--- config.mk ---
export PLATFORM = sky130hd
export DESIGN_NAME = int_op_decode_pipe
export DESIGN_NICKNAME = d
export VERILOG_FILES = /design/src/rtl/int_op_decode_pipe.sv
export SDC_FILE = /design/constraint.sdc
export NUM_CORES = 1
export LEC_CHECK = 0
export CELL_PAD_IN_SITES_DETAIL_PLACEMENT = 1
export CELL_PAD_IN_SITES_GLOBAL_PLACEMENT = 1
export CORE_MARGIN = 4
export CORE_UTILIZATION = 42
export DETAILED_ROUTE_END_ITERATION = 10
export PLACE_DENSITY = 0.95
export REMOVE_ABC_BUFFERS = 1
export SETUP_SLACK_MARGIN = 0.02
export SKIP_LAST_GASP = 1
export SLEW_MARGIN = 0
export SYNTH_ARGS = -nofsm -noshare
export SYNTH_HDL_FRONTEND = slang
export SYNTH_SLANG_ARGS = --single-unit
--- constraint.sdc ---
create_clock -name clk -period 5.1 [get_ports clk]
set_input_delay 1.02 -clock clk [delete_from_list [all_inputs] [get_ports clk]]
set_output_delay 1.02 -clock clk [all_outputs]
set_load 0.02 [all_outputs]
--- src/rtl/int_op_decode_pipe.sv ---
// Integer-op decoder for a bundle of LANES instructions. Each lane is classified
// into one of ADD, SHIFT, BIT, MUL or DIV and marked illegal if it cannot be
// decoded. The bundle is held in a two-entry skid buffer (main and skid), and
// a saturating counter tracks accepted illegal lanes.
module int_op_decode_pipe #(
    parameter int LANES = 2,
    parameter int M_EXT = 1,
    parameter int CNT_W = 16
) (
    input  logic                 clk,
    input  logic                 rst_n,
    input  logic                 flush,
    input  logic                 in_valid,
    output logic                 in_ready,
    input  logic [LANES-1:0]     in_lane_vld,
    input  logic [7*LANES-1:0]   in_op,
    input  logic [3*LANES-1:0]   in_funct3,
    input  logic [7*LANES-1:0]   in_funct7,
    output logic                 out_valid,
    input  logic                 out_ready,
    output logic [LANES-1:0]     out_lane_vld,
    output logic [5*LANES-1:0]   out_cls,
    output logic [LANES-1:0]     out_add_op,
    output logic [5*LANES-1:0]   out_bit_op,
    output logic [3*LANES-1:0]   out_shift_op,
    output logic [3*LANES-1:0]   out_md_op,
    output logic [LANES-1:0]     out_illegal,
    output logic [CNT_W-1:0]     illegal_cnt
);

    // cls = {DIV,MUL,BIT,SHIFT,ADD}, bit_op = {SLT,SUB,XOR,OR,AND}, shift_op = {SRA,SRL,SLL}
    typedef struct packed {
        logic [4:0] cls;
        logic       add_op;
        logic [4:0] bit_op;
        logic [2:0] shift_op;
        logic [2:0] md_op;
        logic       illegal;
    } lane_dec_t;

    function automatic lane_dec_t decode_lane(
        input logic       vld,
        input logic [6:0] op,
        input logic [2:0] f3,
        input logic [6:0] f7
    );
        lane_dec_t d;
        logic is_opimm, is_op, is_lui, is_auipc, is_m;
        logic bad, ok, is_add, is_shift, is_bit;
        d        = '0;
        is_opimm = (op == 7'b0010011);
        is_op    = (op == 7'b0110011);
        is_lui   = (op == 7'b0110111);
        is_auipc = (op == 7'b0010111);
        is_m     = is_op && (f7 == 7'b0000001) && (M_EXT != 0);
        // For OP-IMM the funct7 bits are immediate bits, only shifts constrain them.
        bad = !(is_opimm || is_op || is_lui || is_auipc)
            || (is_op && !((f7 == 7'b0000000) || (f7 == 7'b0100000) || is_m))
            || (is_op && (f7 == 7'b0100000) && !((f3 == 3'b000) || (f3 == 3'b101)))
            || (is_opimm && (f3 == 3'b001) && (f7 != 7'b0000000))
            || (is_opimm && (f3 == 3'b101) && (f7 != 7'b0000000) && (f7 != 7'b0100000));
        ok       = vld && !bad;
        is_add   = op[2] || ((f3 == 3'b000) && (is_opimm || (is_op && !f7[5] && !is_m)));
        is_shift = (f3[1:0] == 2'b01) && !op[2] && !is_m;
        is_bit   = !is_add && !is_shift && !is_m;
        d.illegal = vld && bad;
        if (ok) begin
            d.cls      = {is_m & f3[2], is_m & ~f3[2], is_bit, is_shift, is_add};
            d.add_op   = is_add && op[2] && !op[5];
            d.bit_op   = is_bit ? {f3[2:1] == 2'b01, f3 == 3'b000, f3 == 3'b100,
                                   f3 == 3'b110, f3 == 3'b111} : 5'b00000;
            d.shift_op = is_shift ? {f3[2] & f7[5], f3[2] & ~f7[5], ~f3[2]} : 3'b000;
            d.md_op    = is_m ? f3 : 3'b000;
        end
        return d;
    endfunction

    lane_dec_t [LANES-1:0] in_dec;
    logic [2:0]            in_ill_pop;

    lane_dec_t [LANES-1:0] main_dec, skid_dec;
    logic [LANES-1:0]      main_vld, skid_vld;
    logic                  main_full, skid_full;
    logic                  main_full_nxt, skid_full_nxt;
    logic                  ld_main_in, ld_main_skid, ld_skid;
    logic                  accept, drain;

    logic [CNT_W+2:0]      cnt_sum;
    logic [CNT_W-1:0]      cnt_sat;

    // Decode every lane of the incoming bundle and count its illegal lanes.
    always_comb begin
        in_dec     = '0;
        in_ill_pop = '0;
        for (int i = 0; i < LANES; i++) begin
            in_dec[i]  = decode_lane(in_lane_vld[i], in_op[7*i +: 7],
                                     in_funct3[3*i +: 3], in_funct7[7*i +: 7]);
            in_ill_pop = in_ill_pop + {2'b00, in_dec[i].illegal};
        end
    end

    assign accept = in_valid && in_ready && !flush;
    assign drain  = main_full && out_ready;

    // Skid-buffer occupancy and load selection; flush wins over everything.
    always_comb begin
        main_full_nxt = main_full;
        skid_full_nxt = skid_full;
        ld_main_in    = 1'b0;
        ld_main_skid  = 1'b0;
        ld_skid       = 1'b0;
        if (flush) begin
            main_full_nxt = 1'b0;
            skid_full_nxt = 1'b0;
        end else if (!main_full) begin
            if (accept) begin
                ld_main_in    = 1'b1;
                main_full_nxt = 1'b1;
            end
        end else if (drain) begin
            if (skid_full) begin
                ld_main_skid  = 1'b1;
                skid_full_nxt = 1'b0;
            end else if (accept) begin
                ld_main_in    = 1'b1;
            end else begin
                main_full_nxt = 1'b0;
            end
        end else if (accept) begin
            ld_skid       = 1'b1;
            skid_full_nxt = 1'b1;
        end
    end

    // Occupancy flags; in_ready stays low through reset until the first edge.
    always_ff @(posedge clk or negedge rst_n) begin
        if (!rst_n) begin
            main_full <= 1'b0;
            skid_full <= 1'b0;
            in_ready  <= 1'b0;
        end else begin
            main_full <= main_full_nxt;
            skid_full <= skid_full_nxt;
            in_ready  <= !skid_full_nxt;
        end
    end

    // Entry payloads: main loads from input or skid, skid loads from input.
    always_ff @(posedge clk or negedge rst_n) begin
        if (!rst_n) begin
            main_dec <= '0;
            main_vld <= '0;
            skid_dec <= '0;
            skid_vld <= '0;
        end else begin
            if (ld_main_in) begin
                main_dec <= in_dec;
                main_vld <= in_lane_vld;
            end else if (ld_main_skid) begin
                main_dec <= skid_dec;
                main_vld <= skid_vld;
            end
            if (ld_skid) begin
                skid_dec <= in_dec;
                skid_vld <= in_lane_vld;
            end
        end
    end

    assign cnt_sum = {3'b000, illegal_cnt} + {{CNT_W{1'b0}}, in_ill_pop};
    assign cnt_sat = (cnt_sum > {3'b000, {CNT_W{1'b1}}}) ? {CNT_W{1'b1}} : cnt_sum[CNT_W-1:0];

    // Illegal-lane counter, survives flush, saturates at all-ones.
    always_ff @(posedge clk or negedge rst_n) begin
        if (!rst_n) begin
            illegal_cnt <= '0;
        end else if (accept) begin
            illegal_cnt <= cnt_sat;
        end
    end

    assign out_valid    = main_full;
    assign out_lane_vld = main_vld;

    // Unpack the main entry onto the per-lane output fields.
    always_comb begin
        out_cls      = '0;
        out_add_op   = '0;
        out_bit_op   = '0;
        out_shift_op = '0;
        out_md_op    = '0;
        out_illegal  = '0;
        for (int i = 0; i < LANES; i++) begin
            out_cls[5*i +: 5]      = main_dec[i].cls;
            out_add_op[i]          = main_dec[i].add_op;
            out_bit_op[5*i +: 5]   = main_dec[i].bit_op;
            out_shift_op[3*i +: 3] = main_dec[i].shift_op;
            out_md_op[3*i +: 3]    = main_dec[i].md_op;
            out_illegal[i]         = main_dec[i].illegal;
        end
    end

endmodule
==> Word level (Yosys, flattened, before mapping) <==
Cells that the tools add are included.
{ "totals": {"in_bits": 41, "ff_bits": 95, "output_inout_bits": 56, "wordCells": 202} }
{ "op_classes": {"n_lt_le_gt_ge": 1, "eq_ne": 28, "add_sub_neg": 2, "bitwise": 12, "n_reduce_logical": 96, "muxes": 33} }
{ "ops": {"columns": ["cell", "n"], "rows": [
  ["2-to-1 mux 36 bit", 2],
  ["logical AND 1 bit", 43],
  ["equality test 7 x 6 -> 1 bit, second input constant", 6],
  ["2-to-1 mux 17 bit", 2],
  ["equality test 7 x 5 -> 1 bit, second input constant", 4],
  ["equality test 3 bit, second input constant", 8],
  ["logical OR 1 bit", 24],
  ["logical NOT 1 bit", 22],
  ["2-to-1 mux 1 bit", 20],
  ["adder 16 x 2 -> 17 bit", 1],
  ["greater-than comparator 17 x 16 -> 1 bit, second input constant", 1],
  ["2-to-1 mux 16 bit", 1],
  ["equality test 7 x 1 -> 1 bit, second input constant", 2],
  ["logical NOT 7 bit", 2],
  ["!= test 7 x 6 -> 1 bit, second input constant", 2],
  ["nonzero test 7 bit", 2],
  ["2-to-1 mux 3 bit", 4],
  ["2-to-1 mux 5 bit", 2],
  ["AND 1 bit", 8],
  ["equality test 2 x 1 -> 1 bit, second input constant", 4],
  ["equality test 3 x 1 -> 1 bit, second input constant", 2],
  ["logical NOT 3 bit", 2],
  ["2-to-1 mux 2 bit", 2],
  ["inverter 1 bit", 4],
  ["other kinds (2)", 2]
]} }

==> Logic depth before layout (Yosys ltp) <==
Gate-level depths: netlist of run 1.
{ "depth": {"depth_word": 14, "ltp_mapped": 13, "depth_no_buf": 12} }

==> Worst setup path after synthesis of run 1 <==
No wires, ideal clock.
{ "synth_timing": {"path_type": "in2reg", "startpoint": "input port in_funct7[10]", "endpoint": "register illegal_cnt[3]", "path_buffers": 2, "t_required_ns": 4.952, "t_arrival_ns": 3.681, "setup_ns": 0.148, "path_slack_ns": 1.271, "stages": 12, "path_cell_list": "or4_1 -> clkbuf_1 -> o311ai_2 -> o311a_1 -> nor2b_1 -> fa_1 -> ha_1 -> nand3_1 -> nor2_1 -> nand4_1 -> clkbuf_1 -> o21ai_0"} }
{ "synth_lines": {"columns": ["item", "line", "rtl"], "rows": [
  ["start: declaration", "18", "input logic [7*LANES-1:0] in_funct7,"],
  ["end signal: assignment", "178", "illegal_cnt <= cnt_sat;"],
  ["end: declaration", "28", "output logic [CNT_W-1:0] illegal_cnt"]
]} }

==> results of run 1 <==
routing by layer:
metal	GRT usage, %	vias up
li1	-	1876
met1	29.0	2089
met2	39.0	143
met3	3.45	25
met4	9.13	0
met5	0	-
layout make-up:
type	instances	area [µm²]
fillers	1214	4620
flip-flops and latches	91	2280
multi-input cells	339	2150
repair buffers	105	1030
well taps	136	170
clock buffers	11	151
clock inverters	5	43.8
inverters	7	26.3
cell usage after synthesis, types with 9 or more instances:
cell,count
dfrtp_1,91
nand2_1,66
nor2_1,30
clkbuf_1,24
nand3_1,22
o21ai_0,22
a21oi_1,19
mux2i_1,18
a22o_1,15
and3_1,12
nand4_1,11
nor3_1,11
o22ai_1,10
o2bb2ai_1,9
cell families after synthesis:
family          after synthesis  synth area share [%]
compound gates              111                  17.9
xor+xnor                      7                  1.35
fa+ha+maj                     2                 0.714
buf+inv                      35                  3.05
flops                        91                  50.0
mux                          24                  5.43
simple gates                195                  21.6
sequential cells by signal, summed over array words and instances (netlist names):
signal,cells
out_shift_op,6
illegal_cnt,16
skid_full,1
in_ready,1
out_bit_op,10
skid_vld,2
out_add_op,2
out_valid,1
out_cls,10
out_lane_vld,2
skid_dec,34
out_illegal,2
out_md_op,4
report_power, final:
part	leakage (nW)	internal (mW)	switching, mW	total [mW]
Combinational	1.27	0.123	0.155	0.278
Clock	0.101	0.210	0.281	0.491
Sequential	1.24	0.758	0.0418	0.800
Total	2.61	1.09	0.478	1.57
worst max-delay path: stages:
cell             delay [ns]
clkdlybuf4s50_1        0.71
xor2_1                 0.21
o31ai_1                0.13
a211oi_1               0.66
nor2_1                 0.25
nor2b_1                0.23
fa_1                   0.25
ha_1                   0.23
nand3_1                0.15
nor2_1                 0.35
nand4_1                0.26
nor2_1                 0.19
mux2_2                 0.35
worst min path at each step:
stage | from | to | slack (ns) | cells past startpoint
final | skid_vld[0]$_DFFE_PN0P_ | skid_vld[0]$_DFFE_PN0P_ | 0.48 | 2
after CTS | skid_vld[0]$_DFFE_PN0P_ | skid_vld[0]$_DFFE_PN0P_ | 0.49 | 2
after detailed placement | skid_vld[0]$_DFFE_PN0P_ | skid_vld[0]$_DFFE_PN0P_ | 0.46 | 2
after floorplan | skid_dec[10]$_DFFE_PN0P_ | skid_dec[10]$_DFFE_PN0P_ | 0.44 | 2
after global placement | skid_dec[28]$_DFFE_PN0P_ | skid_dec[28]$_DFFE_PN0P_ | 0.46 | 2
after global routing | skid_dec[28]$_DFFE_PN0P_ | skid_dec[28]$_DFFE_PN0P_ | 0.50 | 2
==> flow_summary.toml, run 1 <==
[worst_setup_path]
crit_type = "primary input to flip-flop"
rr_startpoint = "in_ready$_DFF_PN0_"
r2r_end = "out_shift_op[2]$_DFFE_PN0P_"
regToRegSetupSlack_ns = 2.42
crit_required_ns = 5.37
arrival_ns = 4.98
worstSetupEndpointType = "flip-flop"
crit_fanout = 11
cp-start-kind = "primary input"
crit_start = "in_funct3[2]"
rr_worst_depth = 6
endpoint = "illegal_cnt[14]$_DFFE_PN0P_"

[cells_and_area]
syn_to_final_growth_pct = 28.2
finalInstanceArea_um2 = 5840
drive_above_1_share_pct = 8.60
layout_commonest_cell = "clkdlybuf4s50_1"
postLayoutCoreUtil_pct = 55.8
antenna-diode-count = 0
layoutNonFillerInstCount = 694
fin_nets = 596
mostFrequentLayoutCells = "clkdlybuf4s50_1, dfrtp_1, nand2_1"

[sta]
min_period_over_period_pct = 92.5
hold_viol_final = 0
setup_ws_ns = 0.384
whs_ns = 0.482
drv_slew = 0
setup_viol = 0
fmax_mhz = 212
slew_headroom_pct = 46.2
finalSetupTns_ns = 0
rsz0062_at_grt = "no"
skew_ns = 0.00899
final.min_clock_period_ns = 4.72
worst_pin_slew_ns = 0.806

[placed_design]
gp_congestion = 0.892
place_ws_ns = 0.197
placed_cell_area_um2 = 5650
placedCellCount = 678
dp_hpwl_um = 9980
io_buffers = 96

[clock_network]
numCtsBuffers = 9
ctsResizeCount = 0
cts_max_level = 3
clk_latency_ns = 0.37
cts.sink_count = 91
clk_pin_slew_ns = 0.10
cts_buffer_depth = 2
holdBufCountCts = 0
cts_setup_buffers = 0
cts_tree = "built"
cts_root_buffer = "clkbuf_8"

[job]
max-cap-violations = 0

[routing]
routed.top_layer = "met4"
vias = 4133
dr_wl_met3_um = 664
drt_iter0_drc = 289
finalWirelength_um = 14200
met1_length_um = 6210
drt_pass1_iterations = 5
ant_nets = 0
wire_per_inst_um = 20.5
drc_errors = 0
viasPerCell = 5.96
dr_wl_met2_um = 6990

[grt]
grt_max_degree = 59
grt_pass1_vias = 4461
grt_pass1_wl_um = 23300
grtUsageTotal_pct = 22.8
antenna_found_initial = 0
grt.overflow.total = 0

[synthesis]
syn_area_um2 = 4560
ys_warn_count = 0
synthCells = 465
synth_area_leader_cell = "dfrtp_1"
ys_ff_latch = 91
ys.flop_type = "dfrtp_1"
syn_area_per_cell_um2 = 9.80
synth_edf_count = 0
synth_cell_types = 61
yosysSeqAreaShare_pct = 50.0
synth_top_cell_area_share_pct = 50.0
ys_top_cells_by_area = "dfrtp_1, nand2_1, mux2i_1"
synthArstFlopShare_pct = 100

[power]
total_power_mw = 1.57
peakVddDrop_mv = 0.145
p_per_area_nw_per_um2 = 268
p_leak_nw = 2.61

[floorplan]
io_pins = 97
fp.dieW_um = 112
die_h_um = 112
row_count = 37
dieArea_um2 = 12600
core_area_um2 = 10500
start_util_pct = 43.6

[outcome]
status = "finished clean"

[min_path]
holdCritPathClass = "flip-flop to flip-flop"
Power figures use the tool's default switching activity.
==> run 2: changes to the inputs <==
--- a/config.mk
+++ b/config.mk
@@ -5,7 +5,7 @@
 export SDC_FILE = /design/constraint.sdc
 export NUM_CORES = 1
 export LEC_CHECK = 0
-export CELL_PAD_IN_SITES_DETAIL_PLACEMENT = 1
+export CELL_PAD_IN_SITES_DETAIL_PLACEMENT = 0
 export CELL_PAD_IN_SITES_GLOBAL_PLACEMENT = 1
 export CORE_MARGIN = 4
 export CORE_UTILIZATION = 42
==> run 2 against run 1 <==
  * Final cell count did not move
  * Count of clock-buffer cells in the layout did not move
  * Setup slack improved by 0.33 ns
  * Routed wire length fell by 15%
  * Via count fell by 4.5%
  * Highest routed layer unchanged
  * Register-to-register slack improved by 0.16 ns
  * Clock skew rose by 0.0030 ns
  * Global-route usage fell by 2.9 points
  * First-iteration DRC count fell by 6.9%
  * Sequential power barely moved
  * Critical path depth did not move
  * Critical path type unchanged
==> flow_summary.toml, run 2 (synthesized netlist as in run 1, its figures left out) <==
[outcome]
status = "finished clean"

[cells_and_area]
postLayoutCoreUtil_pct = 56.1
layout_commonest_cell = "clkdlybuf4s50_1"
register_area_um2 = 2280
regMostFlops = "skid_dec"
fin_nets = 596
drive_above_1_share_pct = 8.24
mostFrequentLayoutCells = "clkdlybuf4s50_1, dfrtp_1, nand2_1"
fillers = 980
biggestRegsByFlops = "skid_dec: 34 flops, illegal_cnt: 16 flops"
finalInstanceArea_um2 = 5860
syn_to_final_growth_pct = 28.7
multiInputGateArea_um2 = 2150
largest_reg_flops = 34
antenna-diode-count = 0
layoutNonFillerInstCount = 694

[routing]
ant_nets = 0
vias = 3948
drc_errors = 0
wire_per_inst_um = 17.5
viasPerCell = 5.69
finalWirelength_um = 12100
drt_pass1_iterations = 5
drt_iter0_drc = 269

[sta]
drv_slew = 0
whs_ns = 0.481
finalSetupTns_ns = 0
final.min_clock_period_ns = 4.39
fmax_mhz = 228
setup_viol = 0
hold_viol_final = 0
skew_ns = 0.0120
worst_pin_slew_ns = 0.799
rsz0062_at_grt = "no"
min_period_over_period_pct = 86.0
slew_headroom_pct = 46.7
setup_ws_ns = 0.712

[power]
p_leak_nw = 2.61
total_power_mw = 1.60
pwr-share-comb_pct = 16.6
peakVddDrop_mv = 0.126
seqPwrFrac_pct = 49.9
swShare_pct = 27.4
p_sw_mw = 0.439
p_per_area_nw_per_um2 = 272
clkPwrFrac_pct = 33.5
p_int_mw = 1.16

[clock_network]
cts_setup_buffers = 0
numCtsBuffers = 9
clk_latency_ns = 0.36
cts_root_buffer = "clkbuf_8"
cts_buffer_depth = 2
cts.sink_count = 91
holdBufCountCts = 0
ctsResizeCount = 0
cts_max_level = 3
cts_tree = "built"
clk_pin_slew_ns = 0.09

[grt]
grt_pass1_vias = 4037
grt.overflow.total = 0
grt_max_degree = 59
antenna_found_initial = 0
grt_pass1_wl_um = 20500
grtUsageTotal_pct = 19.8

[min_path]
holdCritPathClass = "flip-flop to flip-flop"

[worst_setup_path]
critPathMaxStageDelay_ns = 0.70
arrival_ns = 4.69
worstSetupEndpointType = "flip-flop"
crit_type = "primary input to flip-flop"
crit_required_ns = 5.41
crit_path_top_delay_cell = "clkdlybuf4s50_1"
cp_common_cell = "nor2_1"
crit_fanout = 11
crit_chain = "clkdlybuf4s50_1 > xor2_1 > o31ai_1 > a211oi_1 > nor2_1 > nor2b_1 > fa_1 > ha_1 > nand3_1 > nor2_1 > nand4_1 > nand2_1 > mux2_2"
cp-start-kind = "primary input"

[floorplan]
io_pins = 97
die_h_um = 112
fp.dieW_um = 112
row_count = 37
dieArea_um2 = 12600
core_area_um2 = 10500
start_util_pct = 43.6

[placed_design]
placedCellCount = 678
dp_hpwl_um = 8620
place_ws_ns = 0.389
placed_cell_area_um2 = 5650
io_buffers = 96
gp_congestion = 0.892

[job]
max-cap-violations = 0
-- run 2: critical path: cells and delay by family --
| family | cells | cell delay [ns] |
|---|---|---|
| AO/OA/AOI/OAI | 2 | 0.72 |
| multiplexers | 1 | 0.16 |
| AND/OR/NAND/NOR | 6 | 1.46 |
| buffers and inverters | 1 | 0.70 |
| adder cells (fa/ha/maj) | 2 | 0.44 |
| XOR/XNOR | 1 | 0.19 |
-- run 2: final timing paths --
path,startpoint,to,slack (ns),cells past startpoint
hold reg to reg,skid_dec[28]$_DFFE_PN0P_,skid_dec[28]$_DFFE_PN0P_,0.48,2
hold / removal,skid_dec[28]$_DFFE_PN0P_,skid_dec[28]$_DFFE_PN0P_,0.48,2
min in group asynchronous,rst_n,out_md_op[1]$_DFFE_PN0P_,0.72,1
max in group asynchronous,rst_n,skid_dec[6]$_DFFE_PN0P_,3.45,2
setup / recovery,in_funct3[2],illegal_cnt[13]$_DFFE_PN0P_,0.71,13
setup reg to reg,in_ready$_DFF_PN0_,out_shift_op[2]$_DFFE_PN0P_,2.58,6
-- run 2: final cells by class --
cell class	count	area share (%)
Sequential cell	91	38.8
Clock buffer	11	2.24
Clock inverter	5	1.47
Multi-Input combinational cell	339	36.6
Tap cell	136	2.90
Timing Repair Buffer	105	17.5
Inverter	7	0.448
-- run 2: metal layers --
layer / vias to the layer above / wire [µm] / track usage (%)
li1: 1878 / - / -
met2: 127 / 5860 / 31.7
met1: 1930 / 5340 / 26.8
met3: 13 / 789 / 4.96
met4: 0 / 150 / 6.09
met5: - / 0 / 0
-- run 2: power groups by stage --
stage                     combinational, mW  sequential (mW)  clock, mW
after floorplan                      0.0831            0.836          0
after global placement                0.260            0.809          0
after detailed placement              0.267            0.811          0
after CTS                             0.268            0.797      0.546
after global routing                  0.289            0.804      0.576
final                                 0.266            0.797      0.535
==> run 3: changes to the inputs <==
--- a/config.mk
+++ b/config.mk
@@ -7,10 +7,9 @@
 export LEC_CHECK = 0
 export CELL_PAD_IN_SITES_DETAIL_PLACEMENT = 0
 export CELL_PAD_IN_SITES_GLOBAL_PLACEMENT = 1
-export CORE_MARGIN = 4
-export CORE_UTILIZATION = 42
+export CORE_UTILIZATION = 36
 export DETAILED_ROUTE_END_ITERATION = 10
-export PLACE_DENSITY = 0.95
+export PLACE_DENSITY = 0.86
 export REMOVE_ABC_BUFFERS = 1
 export SETUP_SLACK_MARGIN = 0.02
 export SKIP_LAST_GASP = 1
==> run 3 against run 2 <==
  * Largest cell class unchanged
  * Largest power group unchanged
  * Sequential share of layout area decreased by 0.69 points
  * Total power increased by 7.5%
  * Combinational power about the same
==> flow_summary.toml, run 3 (synthesized netlist as in run 1, its figures left out) <==
[floorplan]
fp.dieW_um = 115
core_area_um2 = 12200
start_util_pct = 37.5
io_pins = 97
row_count = 40
dieArea_um2 = 13100
die_h_um = 115

[placed_design]
dp_hpwl_um = 8440
place_ws_ns = 0.386
io_buffers = 96
gp_congestion = 0.875

[worst_setup_path]
crit_path_top_delay_cell = "clkdlybuf4s50_1"
crit_fanout = 11
crit_required_ns = 5.33
rr_worst_depth = 5
regToRegSetupSlack_ns = 2.32
crit_type = "primary input to flip-flop"
timing.critical_path.buf_inv = 1
crit_chain = "clkdlybuf4s50_1 > xor2_1 > o31ai_1 > a211oi_1 > nor2_1 > nor2b_1 > fa_1 > ha_1 > nand3_1 > nor2_1 > nand4_1 > nor2_1 > mux2_2"
critical-path-top-delay-family = "simple AND/OR/NAND/NOR gates"
arrival_ns = 4.67
r2r_end = "skid_dec[10]$_DFFE_PN0P_"
worstSetupEndpointType = "flip-flop"
cp_common_cell = "nor2_1"
rr_startpoint = "in_ready$_DFF_PN0_"
cp-start-kind = "primary input"
crit_start = "in_funct3[2]"
critPathMaxStageDelay_ns = 0.73

[clock_network]
clk_latency_ns = 0.35
clk_pin_slew_ns = 0.07
cts_setup_buffers = 0
cts_tree = "built"
cts_root_buffer = "clkbuf_16"
cts_buffer_depth = 2
cts_max_level = 3
ctsResizeCount = 0
numCtsBuffers = 9
holdBufCountCts = 0
cts.sink_count = 91

[sta]
hold_viol_final = 0
slew_headroom_pct = 43.9
skew_ns = 0.00957
setup_viol = 0
drv_slew = 0
setup_ws_ns = 0.664
final.min_clock_period_ns = 4.44
finalSetupTns_ns = 0
worst_pin_slew_ns = 0.833
fmax_mhz = 225
min_period_over_period_pct = 87.0
rsz0062_at_grt = "no"

[routing]
vias = 4007
viasPerCell = 5.53
wire_per_inst_um = 16.9
drc_errors = 0
ant_nets = 0
drt_pass1_iterations = 4
drt_iter0_drc = 315
finalWirelength_um = 12200

[grt]
grt_pass1_wl_um = 20200
antenna_found_initial = 0
grt_pass1_vias = 4037
grt_max_degree = 51
grtUsageTotal_pct = 19.8
grt.overflow.total = 0

[cells_and_area]
layout_commonest_cell = "clkdlybuf4s50_1"
fin_nets = 595
antenna-diode-count = 0
syn_to_final_growth_pct = 31.0
mostFrequentLayoutCells = "clkdlybuf4s50_1, dfrtp_1, nand2_1"
drive_above_1_share_pct = 8.44
biggestRegsByFlops = "skid_dec: 34 flops, illegal_cnt: 16 flops"
regMostFlops = "skid_dec"
largest_reg_flops = 34
fillers = 1141

[outcome]
status = "finished clean"

[job]
max-cap-violations = 0

[min_path]
min_from = "skid_dec[28]$_DFFE_PN0P_"
hold_end = "skid_dec[28]$_DFFE_PN0P_"
holdCritPathClass = "flip-flop to flip-flop"
whs_path_depth = 2

[power]
p_leak_nw = 2.64
peakVddDrop_mv = 0.188
p_per_area_nw_per_um2 = 288
## run 3: cell count changes in the layout (fill, tap and decap cells not counted)
| cell | delta |
|---|---|
| inv_6 | +3 |
| clkinvlp_4 | -2 |
| clkbuf_1 | -2 |
| buf_4 | -1 |
| clkinv_4 | +2 |
| clkbuf_16 | +9 |
| inv_8 | +1 |
| clkbuf_8 | -9 |
| bufinv_16 | -2 |
## run 3: metal layers
layer / up-vias / track usage [%] / part of all wire, % / routed length [µm]
li1: 1885 / - / - / -
met5: - / 0 / 0 / 0
met4: 0 / 6.23 / 1.3 / 165
met1: 1969 / 26.0 / 45 / 5440
met2: 139 / 32.7 / 49 / 5960
met3: 14 / 4.39 / 5.3 / 650
## run 3: worst register-to-register path: cells and delay by family, from the launching register on
family          cells  cell delay, ns
compound gates      1            0.38
flops               1            0.37
simple gates        4            1.93
## run 3: area by class of cell
class	count	area, µm²	share of cell area, %
sequential	91	2280	38.1
multi-input combinational	339	2150	36.0
timing repair buffer	104	1020	17.1
clock buffer	9	225	3.77
tap	168	210	3.52
clock inverter	7	66.3	1.11
inverter	7	26.3	0.440
## run 3: where the power goes
group	internal [mW]	total, mW	leakage, nW	switching, mW
sequential	0.758	0.798	1.24	0.0398
combinational	0.120	0.264	1.26	0.143
clock	0.344	0.656	0.145	0.312
total	1.22	1.72	2.64	0.495
## run 3: worst max path at each step
stage / to / slack (ns) / cells past startpoint
CTS: illegal_cnt[14]$_DFFE_PN0P_ / 0.73 / 13
floorplan: illegal_cnt[13]$_DFFE_PN0P_ / 1.22 / 11
finish: illegal_cnt[14]$_DFFE_PN0P_ / 0.66 / 13
global placement: illegal_cnt[13]$_DFFE_PN0P_ / 0.52 / 13
detailed placement: illegal_cnt[14]$_DFFE_PN0P_ / 0.39 / 13
global route: illegal_cnt[13]$_DFFE_PN0P_ / 0.23 / 13
## run 3: through the flow
stage / instances / hold slack (ns) / power [mW] / util (%) / instance area [µm²]
2_1_floorplan: 437 / 0.443 / 0.919 / - / 4450
3_3_place_gp: 709 / 0.456 / 1.07 / 46.7 / 5680
3_5_place_dp: 709 / 0.464 / 1.08 / 46.7 / 5680
4_1_cts: 725 / 0.480 / 1.73 / 49.1 / 5970
5_1_grt: 725 / 0.504 / 1.80 / 49.1 / 5970
6_report: 725 / 0.477 / 1.72 / 49.1 / 5970
